File: src/rtl/quiz_pkg.sv
// Shared types and constants for the quiz round sequencer.
// Covers the state encoding, operator and digit-select codes, datapath widths and the operand clamp.
package quiz_pkg;

    localparam int OPND_W = 4;
    localparam int RES_W  = 7;
    localparam int CNT_W  = 8;

    typedef enum logic [2:0] {
        S_IDLE   = 3'd0,
        S_LOAD   = 3'd1,
        S_SHOW_A = 3'd2,
        S_SHOW_B = 3'd3,
        S_SHOW_R = 3'd4,
        S_ANSWER = 3'd5,
        S_SCORE  = 3'd6,
        S_OVER   = 3'd7
    } state_t;

    localparam logic [1:0] OP_ADD = 2'd0;
    localparam logic [1:0] OP_SUB = 2'd1;
    localparam logic [1:0] OP_MUL = 2'd2;

    localparam logic [1:0] SEL_BLANK = 2'd0;
    localparam logic [1:0] SEL_A     = 2'd1;
    localparam logic [1:0] SEL_B     = 2'd2;
    localparam logic [1:0] SEL_RES   = 2'd3;

    // Random sources span 0..15, but the display only shows single decimal digits.
    function automatic logic [OPND_W-1:0] clamp9(input logic [OPND_W-1:0] v);
        return (v > 4'd9) ? 4'd9 : v;
    endfunction

endpackage

File: src/rtl/quiz_phase_timer.sv
// Counts divider ticks within one phase.
// done is high in the cycle that carries the target-th tick, so the phase leaves on that edge.
module quiz_phase_timer
    import quiz_pkg::*;
(
    input  logic             clk,
    input  logic             reset,
    input  logic             clear,
    input  logic             tick,
    input  logic [CNT_W-1:0] target,
    output logic             done
);

    logic [CNT_W-1:0] count_reg;

    assign done = tick && (count_reg >= target - CNT_W'(1));

    always_ff @(posedge clk) begin
        if (reset || clear) begin
            count_reg <= '0;
        end else if (tick) begin
            count_reg <= count_reg + CNT_W'(1);
        end
    end

endmodule

File: src/rtl/quiz_round_ctrl.sv
// Round sequencer for the arithmetic quiz: load operands, show A/B/result, run the answer window, then score.
// Build option: define QUIZ_PENALTY_EN to subtract a point on a wrong or timed-out answer.
module quiz_round_ctrl
    import quiz_pkg::*;
#(
    parameter int SHOW_TICKS   = 3,
    parameter int ANSWER_TICKS = 8,
    parameter int MAX_POINTS   = 9,
    parameter int ROUNDS       = 12
) (
    input  logic             clk,
    input  logic             reset,
    input  logic             tick,
    input  logic             start,
    input  logic [3:0]       rand_a,
    input  logic [3:0]       rand_b,
    input  logic [3:0]       switch,
    output logic [1:0]       num_sel,
    output logic [RES_W-1:0] disp_val,
    output logic [1:0]       operator,
    output logic [3:0]       point,
    output logic             game_over,
    output logic             busy,
    output logic             correct,
    output logic             round_done
);

`ifdef QUIZ_PENALTY_EN
    localparam bit PENALTY_EN = 1'b1;
`else
    localparam bit PENALTY_EN = 1'b0;
`endif

    localparam logic [CNT_W-1:0] SHOW_T   = CNT_W'(SHOW_TICKS);
    localparam logic [CNT_W-1:0] ANSWER_T = CNT_W'(ANSWER_TICKS);
    localparam logic [3:0]       MAX_P    = 4'(MAX_POINTS);
    localparam logic [3:0]       ROUNDS_C = 4'(ROUNDS);

    state_t              state_reg;
    logic [OPND_W-1:0]   op_b_reg;
    logic [RES_W-1:0]    result_reg;
    logic [3:0]          sw_prev_reg;
    logic [3:0]          round_cnt_reg;

    logic [3:0]          rise;
    logic [OPND_W-1:0]   a_cl, b_cl, ld_a, ld_b;
    logic [1:0]          ld_op;
    logic [RES_W-1:0]    ld_res;
    logic                timed, timer_clear, timer_done;
    logic                ans_hit, ans_ok;
    logic [CNT_W-1:0]    timer_target;

    for (genvar gi = 0; gi < 4; gi++) begin : g_rise
        assign rise[gi] = switch[gi] & ~sw_prev_reg[gi];
    end

    always_comb begin
        a_cl = clamp9(rand_a);
        b_cl = clamp9(rand_b);
        ld_a = (a_cl >= b_cl) ? a_cl : b_cl;
        ld_b = (a_cl >= b_cl) ? b_cl : a_cl;
        if (ld_a <= 4'd3) begin
            ld_op = OP_ADD;
        end else if (ld_a <= 4'd7) begin
            ld_op = OP_SUB;
        end else begin
            ld_op = OP_MUL;
        end
        case (ld_op)
            OP_ADD:  ld_res = {3'b000, ld_a} + {3'b000, ld_b};
            OP_SUB:  ld_res = {3'b000, ld_a} - {3'b000, ld_b};
            default: ld_res = {3'b000, ld_a} * {3'b000, ld_b};
        endcase
    end

    assign ans_hit = (state_reg == S_ANSWER) && (rise != 4'd0);
    assign ans_ok  = (rise == (4'd1 << operator));

    // The counter restarts whenever it is outside a timed phase or the phase is ending,
    // so each phase starts from zero.
    assign timed = (state_reg == S_SHOW_A) || (state_reg == S_SHOW_B) ||
                   (state_reg == S_SHOW_R) || (state_reg == S_ANSWER);
    assign timer_clear  = !timed || timer_done || ans_hit;
    assign timer_target = (state_reg == S_ANSWER) ? ANSWER_T : SHOW_T;

    quiz_phase_timer u_timer (
        .clk    (clk),
        .reset  (reset),
        .clear  (timer_clear),
        .tick   (tick),
        .target (timer_target),
        .done   (timer_done)
    );

    always_ff @(posedge clk) begin
        if (reset) begin
            state_reg     <= S_IDLE;
            op_b_reg      <= '0;
            result_reg    <= '0;
            sw_prev_reg   <= '0;
            round_cnt_reg <= '0;
            num_sel       <= SEL_BLANK;
            disp_val      <= '0;
            operator      <= OP_ADD;
            point         <= '0;
            game_over     <= 1'b0;
            busy          <= 1'b0;
            correct       <= 1'b0;
            round_done    <= 1'b0;
        end else begin
            sw_prev_reg <= switch;
            correct     <= 1'b0;
            round_done  <= 1'b0;
            case (state_reg)
                S_IDLE: begin
                    if (start) begin
                        state_reg <= S_LOAD;
                        busy      <= 1'b1;
                    end
                end
                S_OVER: begin
                    if (start) begin
                        state_reg     <= S_LOAD;
                        busy          <= 1'b1;
                        game_over     <= 1'b0;
                        point         <= '0;
                        round_cnt_reg <= '0;
                    end
                end
                S_LOAD: begin
                    op_b_reg   <= ld_b;
                    result_reg <= ld_res;
                    operator   <= ld_op;
                    num_sel    <= SEL_A;
                    disp_val   <= {3'b000, ld_a};
                    state_reg  <= S_SHOW_A;
                end
                S_SHOW_A: begin
                    if (timer_done) begin
                        state_reg <= S_SHOW_B;
                        num_sel   <= SEL_B;
                        disp_val  <= {3'b000, op_b_reg};
                    end
                end
                S_SHOW_B: begin
                    if (timer_done) begin
                        state_reg <= S_SHOW_R;
                        num_sel   <= SEL_RES;
                        disp_val  <= result_reg;
                    end
                end
                S_SHOW_R: begin
                    if (timer_done) begin
                        state_reg <= S_ANSWER;
                        num_sel   <= SEL_BLANK;
                        disp_val  <= '0;
                    end
                end
                S_ANSWER: begin
                    // A press in the same cycle as the final tick still counts as an answer.
                    if (ans_hit || timer_done) begin
                        state_reg     <= S_SCORE;
                        round_done    <= 1'b1;
                        correct       <= ans_hit && ans_ok;
                        round_cnt_reg <= round_cnt_reg + 4'd1;
                        if (ans_hit && ans_ok) begin
                            if (point < MAX_P) begin
                                point <= point + 4'd1;
                            end
                        end else if (PENALTY_EN && (point != 4'd0)) begin
                            point <= point - 4'd1;
                        end
                    end
                end
                S_SCORE: begin
                    if ((point == MAX_P) || (round_cnt_reg == ROUNDS_C)) begin
                        state_reg <= S_OVER;
                        game_over <= 1'b1;
                        busy      <= 1'b0;
                    end else begin
                        state_reg <= S_LOAD;
                    end
                end
                default: state_reg <= S_IDLE;
            endcase
        end
    end

endmodule

File: config.mk
export PLATFORM = sky130hd
export DESIGN_NAME = quiz_round_ctrl
export DESIGN_NICKNAME = d
export VERILOG_FILES = /design/src/rtl/quiz_pkg.sv /design/src/rtl/quiz_phase_timer.sv /design/src/rtl/quiz_round_ctrl.sv
export SDC_FILE = /design/constraint.sdc
export NUM_CORES = 1
export LEC_CHECK = 0
export ABC_AREA = 1
export CAP_MARGIN = 10
export CORE_ASPECT_RATIO = 1.1
export CORE_MARGIN = 3
export CORE_UTILIZATION = 55
export CTS_CLUSTER_DIAMETER = 120
export DETAILED_ROUTE_END_ITERATION = 8
export PLACE_DENSITY = 0.78
export SLEW_MARGIN = 20
export SYNTH_ARGS = -nofsm -noshare
export SYNTH_HDL_FRONTEND = slang
export SYNTH_SLANG_ARGS = --single-unit
File: constraint.sdc
create_clock -name clk -period 11.3 [get_ports clk]
set_input_delay 2.26 -clock clk [delete_from_list [all_inputs] [get_ports clk]]
set_output_delay 2.26 -clock clk [all_outputs]
set_load 0.01 [all_outputs]
# Yosys cells after proc, flatten, opt, wreduce, memory -nomap -nowiden
# Cells that the tools add are included.
# totals
regBits	49
inputBits	16
wordCells	124
# classes
n_addsub	6
n_mul	1
n_lt_le_gt_ge	7
n_eq_ne	20
shifts	1
muxes	37
n_bitwise	10
n_reduce_logical	28
# ops
op	n
2-to-1 mux 4 bit	10
case mux 7 bit (4 select lines)	1
2-to-1 mux 7 bit	3
case mux 3 bit (7 select lines)	1
2-to-1 mux 3 bit	6
case mux 4 bit (2 select lines)	2
case mux 7 bit (2 select lines)	1
== test 3 bit, second input constant	4
2-to-1 mux 2 bit	5
!= test 2 bit, second input constant	5
AND reduction 5 bit	2
AND reduction 3 bit	3
adder 4 x 1 -> 4 bit, second input constant	2
adder 8 x 1 -> 8 bit, second input constant	1
== test 4 bit, second input constant	2
greater-or-equal comparator 8 bit	1
greater-than comparator 4 bit, second input constant	2
logical OR 1 bit	8
!= test 2 x 1 -> 1 bit, second input constant	4
case mux 2 bit (4 select lines)	1
nonzero test 4 bit	2
multiplier 4 x 4 -> 7 bit	1
== test 3 x 2 -> 1 bit, second input constant	2
NOT 1 bit	6
22 further kinds	35

# Longest topological paths before layout
# logic_depth
word_depth	9
depth_mapped	25
depth_no_buf	25

# By module
# Synthesis repeated with hierarchy kept, for this count alone.
# hier_totals
hier_cells	524
hier_area_um2	3622.2
# modules_own_cells
module	instances	cells_each	area_per_inst_um2	seq_area_each_um2
quiz_round_ctrl	1	416	2916.5	820.8
quiz_phase_timer	1	108	705.7	160.2

# Least setup slack after synthesis
# Ideal clock, no wire load.
# synth_path
kind	input-to-reg
from	in rand_a[2]
to	reg result_reg[6]
t_arrival_ns	5.855
required_time_ns	11.181
slack_ns	5.325
cell_stages	21
path_buffers	1
cell_sequence	o21ai_0 > nand2_1 > inv_1 > ha_1 > o21ai_0 > nand2_1 > nand3_2 > buf_6 > nand2_1 > o21ai_4 > nand3_1 > fa_1 > inv_1 > fa_1 > inv_1 > fa_1 > o21ai_0 > a21oi_1 > xor2_1 > a21oi_1 > a21oi_1
# synth_via
elab_chain_len	9
word_cells_on_any_way	14
classes_between	add/sub: 1; mul: 1; order compare: 4; eq/ne: 1; mux: 6; reduce/logical: 1
# synth_rtl
element	line_no	rtl
from (decl)	quiz_round_ctrl.sv:15	input logic [3:0] rand_a,
greater-than comparator 4 bit	quiz_pkg.sv:31	return (v > 4'd9) ? 4'd9 : v;
2-to-1 mux 4 bit *	quiz_pkg.sv:31	
branches (longest 6 deep; another with multiplier 4 x 4 -> 7 bit)	--	
case mux 7 bit (2 select lines) *	quiz_round_ctrl.sv:69	case (ld_op)
to (signal assigned)	quiz_round_ctrl.sv:132	result_reg <= ld_res;
to (decl)	quiz_round_ctrl.sv:41	logic [RES_W-1:0] result_reg;
# Every way passes the cells marked *.
# A chain may end at the register's enable or synchronous reset.

# Worst setup path in the final report
# layout_path
from	in rand_a[3]
to	reg result_reg[6]
# Same word-level chain as after synthesis.

==> out/metrics.cfg <==
[run_status]
outcome = complete, no violations

[global_route]
grt_pass1_wl_um = 11810
grt_usage_pct = 21.34
antenna_found_initial = 0
grt_overflow_total = 0
grt_max_degree = 23
grt_pass1_vias = 2744

[clock_network]
cts.hold.buffers_added = 0
cts_tree = yes
ctsLongestPathBuffers = 2
cts_buffers = 5
htreeDepth = 2
cts_resized = 0
insertion_delay_ps = 300
cts_setup_buffers = 0
cts.sinks = 49
cts-root-buf = clkbuf_8
clk_pin_slew_ps = 90

[finish]
largest_reg_flops = 8
diodes = 0
drive_above_1_share_pct = 6.327
regArea_um2 = 980.9
multi_input_area_um2 = 1869
nets = 538
n_fill_cell = 516
area_growth_pct = 15.44
stdcell_area_um2 = 3676

[setup_path]
start_kind = primary input
worst-path-buf-inv = 5
cp.arrival_ps = 6740
cp_slowest_cell = clkdlybuf4s50_1
critPathMaxFanout = 11
critical_path.max_stage_delay_ps = 580
critPathTopFamily = adder cells
reg2reg_setup_slack_ps = 9020
end_kind = register
crit_chain = clkdlybuf4s50_1, o21ai_0, nand2_1, inv_1, ha_1, o21ai_0, nand2_1, nand3_2, nand2_1, o21ai_0, inv_1, nand2_1, fa_1, inv_1, fa_1, inv_1, fa_1, o21ai_0, a21oi_1, xor2_1, a21oi_1, a21oi_1
worst_ep_required_time_ps = 11500
worst-setup-path-type = in2reg

[place]
gp_congestion = 0.9015
hpwlAfterDp_um = 5471
placed_area_um2 = 3580
numPortBuffers = 34

[route]
ant_nets = 0
vias = 2922
drc_errors = 0
post_drt_wl_per_cell_um = 12.26
drt_iter0_drc = 192
drt_pass1_iterations = 4
wl_um = 6926
routed_via_density = 5.172

[sta]
fmax_mhz = 152.7
finalSetupViolCount = 0
finClkSkew_ps = 6.409
fin_crit_sh_pct = 57.95
worstMarginPinSlew_ps = 772.0
rsz0062_at_grt = false
setup_tns_ps = 0
fin_crit_ps = 6549
final_hold_viol_count = 0
timing.hold.ws_ps = 466.3
drv_slew = 0
slew_headroom_pct = 48.37

[logic_synthesis]
synth_edf_count = 0
syn-num-nets = 505
synth_area_leaders = dfxtp_1, nand2_1, ha_1
ys_ff_latch = 49
synthesis.area_um2 = 3184
postSynthAreaPerCell_um2 = 6.983
syn_inst = 456
synth_ff_type = dfxtp_1
synthDominantCellAreaShare_pct = 30.81
synth.distinct_cells = 39
synth_seq_area_share_pct = 30.81
synth_top_cell_by_area = dfxtp_1
synth_warnings = 0
async_flop_share_pct = 0

[hold_path]
min_path_type = reg2reg

[floorplanning]
die-width_um = 78.55
core.rowCount = 28
die_area_um2 = 6740
die_h_um = 85.81
initial_utilization_pct = 57.89
core_area_um2 = 5500
boundaryPins = 35

[power]
ir_worst_vdd_uv = 86.10
p_leak_nw = 1.729
pwr_density_cell_nw_per_um2 = 162.1

[job]
drv_cap = 0

layer usage:
layer	part of all wire [%]	global-route usage (%)	vias up	wire, µm
met3	5.3	3.571	5	364
met5	0	0	-	0
met1	48	27.85	1314	3296
met4	1.0	6.836	0	72
li1	-	-	1524	-
met2	46	35.91	79	3192
placed cells by master (no fill, tap or decap), types with 2 or more instances in the layout:
cell	n
a21oi_1	26
a21oi_2	2
a22oi_1	3
a31oi_1	6
clkbuf_8	6
clkdlybuf4s50_1	34
dfxtp_1	49
fa_1	5
ha_1	28
inv_1	71
inv_2	4
nand2_1	94
nand2_2	4
nand3_1	23
nand4_1	3
nor2_1	59
nor2_2	2
nor3_1	6
nor3b_1	3
o211ai_1	8
o21ai_0	25
o21ai_4	2
or2_2	4
xnor2_1	3
xor2_1	5
tightest hold or removal path, delay by kind of cell (launching register included):
kind	cells	cell delay, ps
AOI/OAI and AO/OA	1	50
DFF	1	320
and+or+nand+nor	1	60
worst paths after layout:
| kind | start | end | cells after the start |
|---|---|---|---|
| setup reg to reg | state_reg[0]$_SDFFE_PP0P_ | disp_val[3]$_SDFFE_PP0P_ | 12 |
| setup / recovery | rand_a[3] | result_reg[6]$_SDFFE_PP0P_ | 22 |
| hold / removal | num_sel[1]$_SDFFE_PP0P_ | num_sel[1]$_SDFFE_PP0P_ | 2 |
| hold reg to reg | num_sel[1]$_SDFFE_PP0P_ | num_sel[1]$_SDFFE_PP0P_ | 2 |
power breakdown:
group / leakage [nW] / internal [mW] / switching, mW
Combinational: 1.28 / 0.100 / 0.161
Sequential: 0.400 / 0.205 / 0.0218
Clock: 0.0512 / 0.0497 / 0.0585
Total: 1.73 / 0.355 / 0.241
through the flow:
step	total power [mW]	util, %	worst slack (ps)	std cells
floorplan	0.4174	-	5325	456
detailed placement	0.4871	65.08	4472	557
finish	0.5960	66.83	4751	565
CTS	0.5966	66.83	4779	565
global route	0.6440	66.83	4404	565
global placement	0.4821	65.08	4587	557
synthesized netlist by cell type (all sizes together) (3+ instances only):
master and number:
o211ai 8, clkbuf 6, or2 4, nor3b 3, ha 28, a31oi 6
inv 76, buf 3, xnor2 3, xor2 5, a22oi 3, fa 5
nor3 6, o21ai 28, nand3 24, a21oi 29, nand2 98, dfxtp 49
nor2 62, nand4 3
area by class of cell:
type                    instances  share of cell area [%]
repair buffers                 35                   9.462
multi-input cells             322                   50.85
clock buffers                   6                   2.246
flip-flops and latches         49                   26.68
well taps                      75                   2.553
inverters                      76                   7.828
clock inverters                 2                  0.3744
cells by family after synthesis:
logic type | synth area share [%]
adder cells (fa/ha/maj) | 14.15
buffers and inverters | 10.49
AO/OA/AOI/OAI | 15.29
flip-flops | 30.81
XOR/XNOR | 2.200
multiplexers | 0.3144
AND/OR/NAND/NOR | 26.76
Power figures use the tool's default switching activity.
